[src/rtl/uop_seq.sv]
// uop_seq: micro-op sequencer between decode and execute.
// Issues one uop per cycle, either directly from the decoder or from a
// synchronous microcode ROM, and forces a fault on sequence overrun.
//
// Ports:
//   clk, reset            clock, synchronous active-high reset
//   decValid/decUopPc/    decoder instruction: ROM entry (0 = direct),
//   decUopWord/decStepPc  direct uop word and PC step
//   exHold, exFlush       execute stall and abandon
//   romAddr, romData      ROM address (comb) and registered data
//   exUopWord/exValid/    registered uop bundle to execute
//   exPcStep
//   ifHold                fetch/decode stall while sequencing
//   seqFault              overrun pulse with the forced final uop
module uop_seq #(
  parameter int unsigned MAX_UOPS = 16
) (
  input  logic        clk,
  input  logic        reset,
  input  logic        decValid,
  input  logic [11:0] decUopPc,
  input  logic [31:0] decUopWord,
  input  logic [1:0]  decStepPc,
  input  logic        exHold,
  input  logic        exFlush,
  output logic [11:0] romAddr,
  input  logic [31:0] romData,
  output logic [31:0] exUopWord,
  output logic        exValid,
  output logic [1:0]  exPcStep,
  output logic        ifHold,
  output logic        seqFault
);

  typedef enum logic {
    IDLE = 1'b0,
    RUN  = 1'b1
  } state_e;

  localparam logic [3:0] CNT_LAST =
    4'(MAX_UOPS - 1);

  state_e      state_q;
  logic [11:0] upc_q;
  logic [3:0]  cnt_q;
  logic [1:0]  saved_step_q;
  logic [31:0] word_q;
  logic        valid_q;
  logic [1:0]  pc_step_q;
  logic        fault_q;

  logic [11:0] upc_d;
  logic [3:0]  cnt_d;
  logic        end_bit;
  logic        final_uop;
  logic        advance;

  assign end_bit = romData[23];

  // A uop is final on its END bit, or when the
  // count or address would run past its limit.
  assign final_uop = end_bit
                   | (cnt_q == CNT_LAST)
                   | (upc_q == 12'hFFF);

  assign advance = (state_q == RUN)
                 & ~exHold
                 & ~exFlush
                 & ~final_uop;

  assign upc_d = upc_q + 12'd1;
  assign cnt_d = cnt_q + 4'd1;

  // The ROM is one cycle behind: point it at the
  // uop we will need on the next cycle.
  always_comb begin
    romAddr = upc_q;
    if (state_q == IDLE) begin
      romAddr = decUopPc;
    end else if (advance) begin
      romAddr = upc_d;
    end
  end

  always_ff @(posedge clk) begin
    if (reset) begin
      state_q      <= IDLE;
      upc_q        <= '0;
      cnt_q        <= '0;
      saved_step_q <= '0;
      word_q       <= '0;
      valid_q      <= 1'b0;
      pc_step_q    <= '0;
      fault_q      <= 1'b0;
    end else if (exFlush) begin
      state_q   <= IDLE;
      valid_q   <= 1'b0;
      pc_step_q <= '0;
      fault_q   <= 1'b0;
    end else if (!exHold) begin
      unique case (state_q)
        IDLE: begin
          valid_q   <= 1'b0;
          pc_step_q <= '0;
          fault_q   <= 1'b0;
          if (decValid) begin
            if (decUopPc == 12'd0) begin
              word_q    <= decUopWord;
              valid_q   <= 1'b1;
              pc_step_q <= decStepPc;
            end else begin
              upc_q        <= decUopPc;
              cnt_q        <= '0;
              saved_step_q <= decStepPc;
              state_q      <= RUN;
            end
          end
        end
        RUN: begin
          word_q  <= romData;
          valid_q <= 1'b1;
          if (final_uop) begin
            pc_step_q <= saved_step_q;
            fault_q   <= ~end_bit;
            state_q   <= IDLE;
          end else begin
            pc_step_q <= '0;
            fault_q   <= 1'b0;
            upc_q     <= upc_d;
            cnt_q     <= cnt_d;
          end
        end
        default: begin
          state_q <= IDLE;
        end
      endcase
    end
  end

  assign exUopWord = word_q;
  assign exValid   = valid_q;
  assign exPcStep  = pc_step_q;
  assign seqFault  = fault_q;
  assign ifHold    = (state_q == RUN);

endmodule

[config.mk]
export PLATFORM = sky130hd
export DESIGN_NAME = uop_seq
export DESIGN_NICKNAME = d
export VERILOG_FILES = /design/src/rtl/uop_seq.sv
export SDC_FILE = /design/constraint.sdc
export NUM_CORES = 1
export LEC_CHECK = 0
export ABC_AREA = 1
export CORE_ASPECT_RATIO = 0.7
export CORE_MARGIN = 2
export CORE_UTILIZATION = 31
export DETAILED_ROUTE_END_ITERATION = 8
export GPL_TIMING_DRIVEN = 0
export PLACE_DENSITY = 0.62
export REMOVE_ABC_BUFFERS = 1
export SLEW_MARGIN = 25
export SYNTH_ARGS = -nofsm -noshare
export SYNTH_HDL_FRONTEND = slang
export SYNTH_SLANG_ARGS = --single-unit
[constraint.sdc]
create_clock -name clk -period 2.7 [get_ports clk]
set_input_delay 0.27 -clock clk [delete_from_list [all_inputs] [get_ports clk]]
set_output_delay 0.27 -clock clk [all_outputs]
set_load 0.05 [all_outputs]
==> metrics.txt, run 1 <==
Hold WC Path Type reg -> reg; largest cells by area after synthesis dfxtp_1, nand2_1, nor2_1; CTS tree done; Leak Pwr 1.96 nW; Syn Std Cell Area 3190 µm²; vias in the first global route 3383; clock sink count 55; syn avg cell area 5.98 µm²; Routed Antenna Nets 0; Die Span Y 88.9 µm; I/O pin count approximately 130; gr usage total 18.9%; reg2reg end exUopWord[26]; DRC viols 0; Fmax achieved between 300 and 400 MHz; slew margin rel. a little under three fifths; pre-CTS setup slack -0.515 ns; die area around 11000 µm²; count leader, synth nand2_1; placed inst area 4590 µm²; FFs w/ async S/R, synth 0%; final worst path period need 2.55 ns; share of the synthesized area in the top cell type about a third; routing usage on met3 4.61%; register area share after synthesis roughly a third; via count 3695; end of the worst hold path exUopWord[21]; layout net count between 700 and 800; Reg-to-Reg Start ifHold; vias per std cell 4.76; CORE AREA 9870 µm²; Setup crit end kind output pin; RePlAce Congestion 0.796; kind of critical path reg -> out; Main synth FF type dfxtp_1; hold path cells 2; Num CTS Buffers 5; Hold Startpoint exUopWord[21]; largest net degree at the start of global routing 44; clock slew at reported path FFs approximately 0.07 ns; grt peak-use layer met2; wire per inst 13.6 µm; flop-to-flop setup slack approximately 0.37 ns; CP arrival about 2.3 ns; total power 0.00188 W; Ant. Diodes 0; DRT Pass-1 Iters 5; Area growth syn-to-layout 48.8%; Peak supply drop 0.403 mV; fin crit share 94.5%; CTS H-tree depth 2; CP required 2.43 ns; placed cells 764; Post-Route WL 10600 µm; post-synthesis register bit count 55; maxcap violations 0; status complete, no violations; Final WS setup 0.148 ns; PortBufs between 100 and 150; crit-path max FO 6; fin area ~4700 µm²; Final setup violation count 0; GR Layer Usage met1 a little over a quarter; DP HPWL approximately 7400 µm; RSZ-0062 raised after global routing false; Iteration-0 DRC Markers 256; initial core utilization 32.3%; FP Rows 30; gr ovfl total 0; reg2reg path depth 8; worst slew pin tran 0.654 ns; share of post-route cells with drive strength above 1 5.56%; synth warn 0; Post-synth EDFFs 0; Power Dens Cells 396 nW/µm²; final non-filler cell total 776; worst setup path startpoint upc_q[0]; Final Skew 0.00899 ns; met2 Track Usage GR a little under 30%; initial antenna violation count 0; Commonest cells post-synth nand2_1, nor2_1, dfxtp_1; Yosys cell types 26; fin. max-slew vios 0; Mapped Cells roughly 530; Critical Path Start Type register; clk_lat worst skew 0.29 ns; die width 125 µm; Clock Root Buffer clkbuf_16; first-pass GRT wire length roughly 17000 µm; Hold Vio Cnt, Final 0; Yosys top cell by area dfxtp_1; Final Util 48.1%; CTS Buffer Depth 2
-- what timing repair did --
item,CTS,global route
hold buffers,0,0
buffers inserted,1,1
setup endpoints to repair,58,58
gates resized for setup,41,29
pin swaps,1,0
gates cloned,1,1
-- where the power goes --
part	total, W	switching [W]	internal (W)
combinational	0.000402	0.000220	0.000182
sequential	0.000850	0.0000217	0.000828
clock	0.000630	0.000286	0.000344
-- worst max-delay path: stages, from the launching register on --
cell and delay (ns):
dfxtp_1 0.45, ha_1 0.29, nand2_1 0.07, nor2_1 0.13
nand3_1 0.16, nand2_1 0.19, o21ai_2 0.11, clkinvlp_4 0.16
nand2_1 0.06, nand3_1 0.08, buf_2 0.27
-- cell families after synthesis --
family,synth area share [%]
AND/OR/NAND/NOR,50.3
buffers and inverters,8.27
flip-flops,34.5
AO/OA/AOI/OAI,4.47
XOR/XNOR,1.65
adder cells (fa/ha/maj),0.784
-- final cells by class --
type	instances	area, µm²
inverter	28	106
sequential	55	1100
multi-input combinational	420	1860
timing repair inverter	1	7.51
clock inverter	1	5.00
fill	1039	5120
clock buffer	7	133
timing repair buffer	136	1370
tap	128	160
-- sequential cells by signal, indices dropped and copies added, names as in the netlist --
register      flops
exValid           1
upc_q            12
exPcStep          2
cnt_q             4
seqFault          1
exUopWord        32
ifHold            1
saved_step_q      2
-- how the worst max path moves through the flow --
stage	slack [ns]	to	depth (start not counted)
floorplan	-1.22	exUopWord[23]	7
global placement	-2.63	exUopWord[23]	7
detailed placement	-0.51	romAddr[4]	9
CTS	0.03	exUopWord[3]	7
global route	0.001	romAddr[0]	10
finish	0.15	romAddr[4]	10
-- placed cells by master, fill, tap and decap left out, types with 3 or more instances in the layout --
| cell | count |
|---|---|
| nand4_1 | 34 |
| nand2_1 | 193 |
| o21ai_0 | 10 |
| buf_12 | 3 |
| xor2_1 | 5 |
| dfxtp_1 | 54 |
| nor2_4 | 4 |
| nand3_1 | 38 |
| clkdlybuf4s50_1 | 119 |
| buf_2 | 11 |
| inv_1 | 25 |
| a21oi_1 | 12 |
| nor2_1 | 107 |
| clkbuf_16 | 5 |
-- routing by layer --
| layer | vias up | part of all wire, % | wire, µm |
|---|---|---|---|
| met5 | - | 0 | 0 |
| met4 | 0 | 0.76 | 80 |
| met3 | 5 | 8.8 | 930 |
| met2 | 129 | 41 | 4320 |
| met1 | 1639 | 49 | 5230 |
| li1 | 1922 | - | - |
-- per-stage QoR --
| step | TNS [ns] | hold slack [ns] |
|---|---|---|
| after CTS | 0 | 0.473 |
| final | 0 | 0.468 |
| after floorplan | -60.62 | 0.339 |
| after detailed placement | -17.09 | 0.457 |
| after global placement | -143.65 | 0.448 |
| after global routing | 0 | 0.503 |
Power figures use the tool's default switching activity.
==> inputs of run 2 (changes only) <==
--- a/config.mk
+++ b/config.mk
@@ -5,13 +5,15 @@
 export SDC_FILE = /design/constraint.sdc
 export NUM_CORES = 1
 export LEC_CHECK = 0
-export ABC_AREA = 1
+export CELL_PAD_IN_SITES_DETAIL_PLACEMENT = 1
+export CELL_PAD_IN_SITES_GLOBAL_PLACEMENT = 1
 export CORE_ASPECT_RATIO = 0.7
 export CORE_MARGIN = 2
 export CORE_UTILIZATION = 31
 export DETAILED_ROUTE_END_ITERATION = 8
 export GPL_TIMING_DRIVEN = 0
-export PLACE_DENSITY = 0.62
+export HOLD_SLACK_MARGIN = 0.12
+export PLACE_DENSITY = 0.82
 export REMOVE_ABC_BUFFERS = 1
 export SLEW_MARGIN = 25
 export SYNTH_ARGS = -nofsm -noshare
==> run 2 against run 1 <==
  * Core utilization up 2.4 points
  * Sequential power hardly changed
  * Register-to-register slack worse by 0.13 ns
  * Combinational power rose by 5.0%
  * Hold slack lost 0.070 ns
  * First-iteration DRC count decreased by 59%
  * Cell count fell by 22%
  * Non-clock buffer count grew 11
  * Synthesized cell count fell by 35%
  * Critical path type unchanged
==> metrics.txt, run 2 <==
Sw Share 27.3% (-0.72 points); share of the synthesized area in the top cell type 35.2% (+0.70 points); clock slew at reported path FFs 0.08 ns (about the same); worst slew pin tran 0.717 ns (+0.0635 ns); Final Util 50.5% (+2.4 points); DR WL met3 1060 µm (+14%); Fmax achieved 377 MHz (-3.8%); kind of critical path reg -> out; initial antenna violation count 0 (unchanged); final worst path period need 2.65 ns (+0.101 ns); fin area 4930 µm² (+3.8%); Syn Std Cell Area 3130 µm² (-2.0%); most frequent cells in the layout clkdlybuf4s50_1, nor2_1, dfxtp_1; clk_lat worst skew 0.30 ns (about the same); area occupied by multi-input gates 1970 µm² (+5.8%); fin. max-slew vios 0 (unchanged); Commonest cells post-synth dfxtp_1, nor2_1, mux2i_1; Pint 0.00146 W (+7.6%); wire per inst 18.5 µm (+36%); Yosys top cell by area dfxtp_1; FP Rows 30 (unchanged); DRC viols 0 (unchanged); compound-cell area share of the yosys netlist 27.3% (+23 points); fin crit share 98.3% (+3.7 points); Setup crit end kind output pin; Ant. Diodes 0 (unchanged); layout net count 559 (-24%); gr ovfl total 0 (unchanged); Largest register FFs 32 (unchanged); Critical Path Start Type register; die area 10900 µm² (-1.9%); Leak Pwr 1.66 nW (-16%); Peak supply drop 0.281 mV (-30%); maxcap violations 0 (unchanged); FILL cells 1124 (+8.2%); initial core utilization 32.1% (-0.28 points); post-synthesis register bit count 55 (unchanged); clock sink count 55 (unchanged); synthesized-area fraction occupied by and/or/nand/nor cells 20.0% (-30 points); Clock Root Buffer clkbuf_16; leading cell type in the layout, fill and taps excluded clkdlybuf4s50_1; Die Span Y 88.0 µm (-0.96%); via count 3187 (-14%); Main synth FF type dfxtp_1; Hold Vio Cnt, Final 0 (unchanged); first-pass GRT wire length 17500 µm (+1.9%); Synth Area in Adders 0.800% (+0.016 points); largest family of logic cells by synthesized area compound AO/OA/AOI/OAI gates; setup_tns 0 ns (unchanged); Final setup violation count 0 (unchanged); Hold Slack 0.397 ns (-0.0703 ns); count leader, synth dfxtp_1; Reg area 1110 µm² (+0.68%); part of the power in the clock network 36.7% (+3.2 points); CORE AREA 9760 µm² (-1.1%); Routed Antenna Nets 0 (unchanged); Post-synth EDFFs 0 (unchanged); CP arrival 2.38 ns (+0.10 ns); FFs w/ async S/R, synth 0% (unchanged); slew margin rel. 52.2% (-4.2 points); largest cells by area after synthesis dfxtp_1, mux2i_1, a211oi_2; placed cells 585 (-23%); mux cell area share after synthesis 11.5% (+12 points); Final Skew 0.00777 ns (-0.00122 ns); share of post-route cells with drive strength above 1 18.7% (+13 points); Sw Pwr 0.000548 W (+3.8%); Num CTS Buffers 5 (unchanged); CP required 2.43 ns (about the same); Hold WC Path Type in -> reg; RePlAce Congestion 0.779 (-2.1%); Mapped Cells 345 (-35%); wl on met1 4910 µm (-6.1%); CTS Buffer Depth 2 (unchanged); Yosys cell types 50 (+92%); CTS tree done; DRT Pass-1 Iters 5 (unchanged); I/O pin count 132 (unchanged); final non-filler cell total 603 (-22%); register area share after synthesis 35.2% (+0.70 points); routed wl met2 5110 µm (+18%); Power Dens Cells 407 nW/µm² (+2.6%); Area growth syn-to-layout 57.7%; largest net degree at the start of global routing 47 (+6.8%); Post-Route WL 11200 µm (+5.7%); CTS H-tree depth 2 (unchanged); synth warn 0 (unchanged); top routing layer used met4; crit-path max FO 10 (+4); die width 124 µm (-0.97%); vias per std cell 5.29 (+11%); PortBufs 131 (unchanged); Comb power frac 21.0% (-0.4 points); placed inst area 4570 µm² (-0.44%); vias in the first global route 3454 (+2.1%); Iteration-0 DRC Markers 105 (-59%); Flop pwr share 42.2% (-3.0 points); gr usage total 20.5% (+1.7 points); syn avg cell area 9.07 µm² (+52%); DP HPWL 7880 µm (+7.1%); Synth Area in XOR/XNOR 0.560% (-1.1 points); status complete, no violations
-- run 2: changes by cell type after synthesis, sizes merged, moves of 7 or more --
| cell | delta |
|---|---|
| nand2 | -180 |
| nor2 | -56 |
| mux2i | +36 |
| a211oi | +33 |
| nand4 | -30 |
| nand3 | -29 |
| inv | -25 |
| buf | -12 |
| nor2b | +11 |
| a221o | +7 |
| nor3 | +7 |
-- run 2: area by class of cell --
class                      count  share of cell area [%]
clock buffer                   7                    3.32
sequential                    55                    22.6
timing repair buffer         147                    30.4
multi-input combinational    262                    40.0
inverter                       3                   0.330
tap                          128                    3.25
clock inverter                 1                   0.101
-- run 2: per-layer routing --
metal	vias up	global-route usage (%)
met1	1522	24.9
met4	0	4.09
li1	1548	-
met3	9	8.98
met5	-	0
met2	108	34.1
-- run 2: per-stage QoR --
stage | power, W | setup WS, ns
floorplan | 0.00105 | -2.06
global placement | 0.00126 | -3.88
detailed placement | 0.00127 | -1.22
CTS | 0.00202 | 0.0000768
global route | 0.00209 | -0.00838
finish | 0.00201 | 0.0472
-- run 2: logic make-up after synthesis --
group | count (synthesis)
simple gates | 124
compound gates | 98
flops | 55
mux | 36
buf+inv | 28
xor+xnor | 2
fa+ha+maj | 2
-- run 2: power by group through the flow --
stage               combinational (W)  sequential (W)  clock [W]
floorplan                    0.000156        0.000894          0
global placement             0.000387        0.000872          0
detailed placement           0.000410        0.000864          0
CTS                          0.000415        0.000846   0.000758
global route                 0.000450        0.000850   0.000789
finish                       0.000422        0.000847   0.000737
-- run 2: path summary, 6_finish.rpt --
kind / startpoint / to / slack, ns / depth (start not counted)
worst max register to register: upc_q[1] / upc_q[3] / 0.24 / 8
worst min-delay path: reset / cnt_q[0] / 0.40 / 2
worst max-delay path: upc_q[0] / romAddr[3] / 0.05 / 9
worst min register to register: saved_step_q[1] / exPcStep[1] / 0.47 / 1
-- run 2: what timing repair did --
action | 4_1_cts | 5_1_grt
buffers inserted | 7 | 2
hold buffers | 0 | 0
gates cloned | 0 | 1
resized for setup | 70 | 14
pin swaps | 5 | 4
setup endpoints to repair | 33 | 16
endpoints found under the hold margin | 0 | 0
-- run 2: worst max-delay path, cell delays in order (launching register included) --
cell and delay, ns:
dfxtp_4 0.37, ha_4 0.18, and3_2 0.24, nand4_1 0.21, a21oi_4 0.09, buf_12 0.15
buf_4 0.13, a21o_1 0.14, a221o_1 0.35, buf_4 0.20
==> inputs of run 3 (changes only) <==
--- a/config.mk
+++ b/config.mk
@@ -10,6 +10,7 @@
 export CORE_ASPECT_RATIO = 0.7
 export CORE_MARGIN = 2
 export CORE_UTILIZATION = 31
+export CTS_BUF_LIST = sky130_fd_sc_hd__clkbuf_8 sky130_fd_sc_hd__clkbuf_16
 export DETAILED_ROUTE_END_ITERATION = 8
 export GPL_TIMING_DRIVEN = 0
 export HOLD_SLACK_MARGIN = 0.12
==> constraint.sdc (replaced) <==
create_clock -name clk -period 3.2 [get_ports clk]
set_input_delay 0.32 -clock clk [delete_from_list [all_inputs] [get_ports clk]]
set_output_delay 0.32 -clock clk [all_outputs]
set_load 0.1 [all_outputs]
==> run 3 against run 2 <==
  * First-iteration DRC count increased by 10%
  * Core utilization down 1.9 points
  * Cell area decreased by 3.7%
==> metrics.txt, run 3 (synthesis gave the netlist of run 2 again) <==
Worst path max stage delay 0.44 ns (+0.07 ns); Hold Startpoint reset; Post-Route WL 10600 µm (-4.7%); placed cells 585 (unchanged); Largest register FFs 32 (unchanged); Iteration-0 DRC Markers 116 (+10%); Reg-to-Reg Start upc_q[0]; first-pass GRT wire length 16900 µm (-3.1%); CORE AREA 9760 µm² (unchanged); CTS H-tree depth 2 (unchanged); slew margin rel. 31.0% (-21 points); Hold WC Path Type in -> reg; CTS tree done; die area 10900 µm² (unchanged); die width 124 µm (unchanged); Area growth syn-to-layout 51.8%; CTS Buffer Depth 2 (unchanged); Hold Vio Cnt, Final 0 (unchanged); initial core utilization 32.1% (unchanged); clock sink count 55 (unchanged); Clock Root Buffer clkbuf_16; DP HPWL 7880 µm (unchanged); Fmax achieved 331 MHz; Num CTS Buffers 5 (unchanged); largest net degree at the start of global routing 47 (unchanged); RePlAce Congestion 0.779 (unchanged); Hold Buf Count CTS 0 (unchanged); Critical Path Start Type register; Peak supply drop 0.241 mV (-14%); CP arrival 2.70 ns (+0.32 ns); Final Util 48.7% (-1.9 points); DRT Pass-1 Iters 4 (-1); Routed Antenna Nets 0 (unchanged); slowest CP cell dfxtp_1; WP buf/inv 2 (-1); Hold Slack 0.451 ns (+0.0539 ns); Power Dens Cells 366 nW/µm² (-10%); crit-path cells ha_1 > and3_1 > nand4_1 > a21oi_4 > buf_12 > a21o_1 > a221o_1 > buf_2; final worst path period need 3.02 ns; CP required 2.88 ns (+0.45 ns); via count 3153 (-1.1%); fin crit share between 90 and 100%; layout net count 554 (-0.89%); share of post-route cells with drive strength above 1 15.5% (-3.2 points); leading cell type in the layout, fill and taps excluded clkdlybuf4s50_1; initial antenna violation count 0 (unchanged); area occupied by multi-input gates 1900 µm² (-3.7%); total power 0.00174 W (-13%); fin. max-slew vios 0 (unchanged); clock slew at reported path FFs 0.07 ns (about the same); Setup crit end kind output pin; final non-filler cell total 598 (-0.83%); Leak Pwr 1.62 nW (-2.4%); gr usage total 19.9% (-0.62 points); end of the worst hold path cnt_q[0]; reg2reg path depth 6 (-2); gr ovfl total 0 (unchanged); hold path cells 2 (unchanged); Die Span Y 88.0 µm (unchanged); I/O pin count 132 (unchanged); maxcap violations 0 (unchanged); most frequent cells in the layout clkdlybuf4s50_1, dfxtp_1, nor2_1; reg2reg end upc_q[9]; flop-to-flop setup slack 0.72 ns (+0.48 ns); vias in the first global route 3369 (-2.5%); crit-path max FO 12 (+2); worst slew pin tran 1.03 ns (+0.314 ns); status complete, no violations; RSZ-0062 raised after global routing false; wire per inst 17.8 µm (-3.9%); vias per std cell 5.27 (-0.24%); Final setup violation count 0 (unchanged); kind of critical path reg -> out; Crit path max-delay family simple AND/OR/NAND/NOR gates; setup_tns 0 ns (unchanged); Final Skew 0.00553 ns (-0.00224 ns); Ant. Diodes 0 (unchanged); DRC viols 0 (unchanged); FILL cells 1138 (+1.2%); Reg area 1100 µm² (-0.68%); clk_lat worst skew 0.29 ns (about the same); FP Rows 30 (unchanged); PortBufs 131 (unchanged)
-- run 3: cell count changes in the layout (fill, tap and decap cells not counted), moves of 2 or more --
cell             delta
dfxtp_1             +4
clkdlybuf4s15_2     -5
nor4_2              +3
dfxtp_2             -3
ha_1                +2
nor4_4              -3
and3_1              +2
buf_2               +8
buf_6               -2
buf_4               -5
-- run 3: repair_timing --
action,4_1_cts,5_1_grt
endpoints found under the setup margin,12,17
pin swaps,0,2
resized for setup,51,16
buffers inserted,0,5
-- run 3: where the power goes --
part           leakage, nW  switching (W)  internal (W)  total (W)
clock network       0.0850       0.000261      0.000359   0.000620
registers            0.446      0.0000158      0.000697   0.000713
logic                 1.09       0.000241      0.000163   0.000404
-- run 3: layer usage --
metal	vias to the layer above	global-route usage, %	share of wire (%)
li1	1536	-	-
met1	1515	24.3	44
met2	97	33.0	46
met3	5	8.66	9.4
met4	0	3.88	0.58
met5	-	0	0
-- run 3: worst max-delay path by stage --
stage | from | endpoint | slack (ns) | depth (start not counted)
final | upc_q[0] | romAddr[3] | 0.18 | 8
after global routing | upc_q[0] | romAddr[4] | 0.01 | 8
after CTS | upc_q[0] | romAddr[4] | 0.002 | 7
after detailed placement | exHold | romAddr[8] | -1.13 | 7
after global placement | ifHold | romAddr[8] | -3.76 | 5
after floorplan | ifHold | romAddr[8] | -3.57 | 3
-- run 3: layout make-up --
type	instances	share of cell area [%]
Tap cell	128	3.37
Sequential cell	55	23.3
Clock inverter	1	0.105
Inverter	3	0.264
Clock buffer	7	3.45
Multi-Input combinational cell	262	40.0
Timing Repair Buffer	142	29.5
-- run 3: metrics by stage --
step	worst slack, ns	instance area, µm²
2_1_floorplan	-3.57	2990
3_3_place_gp	-3.76	4470
3_5_place_dp	-1.13	4570
4_1_cts	0.00216	4750
5_1_grt	0.0136	4750
6_report	0.176	4750
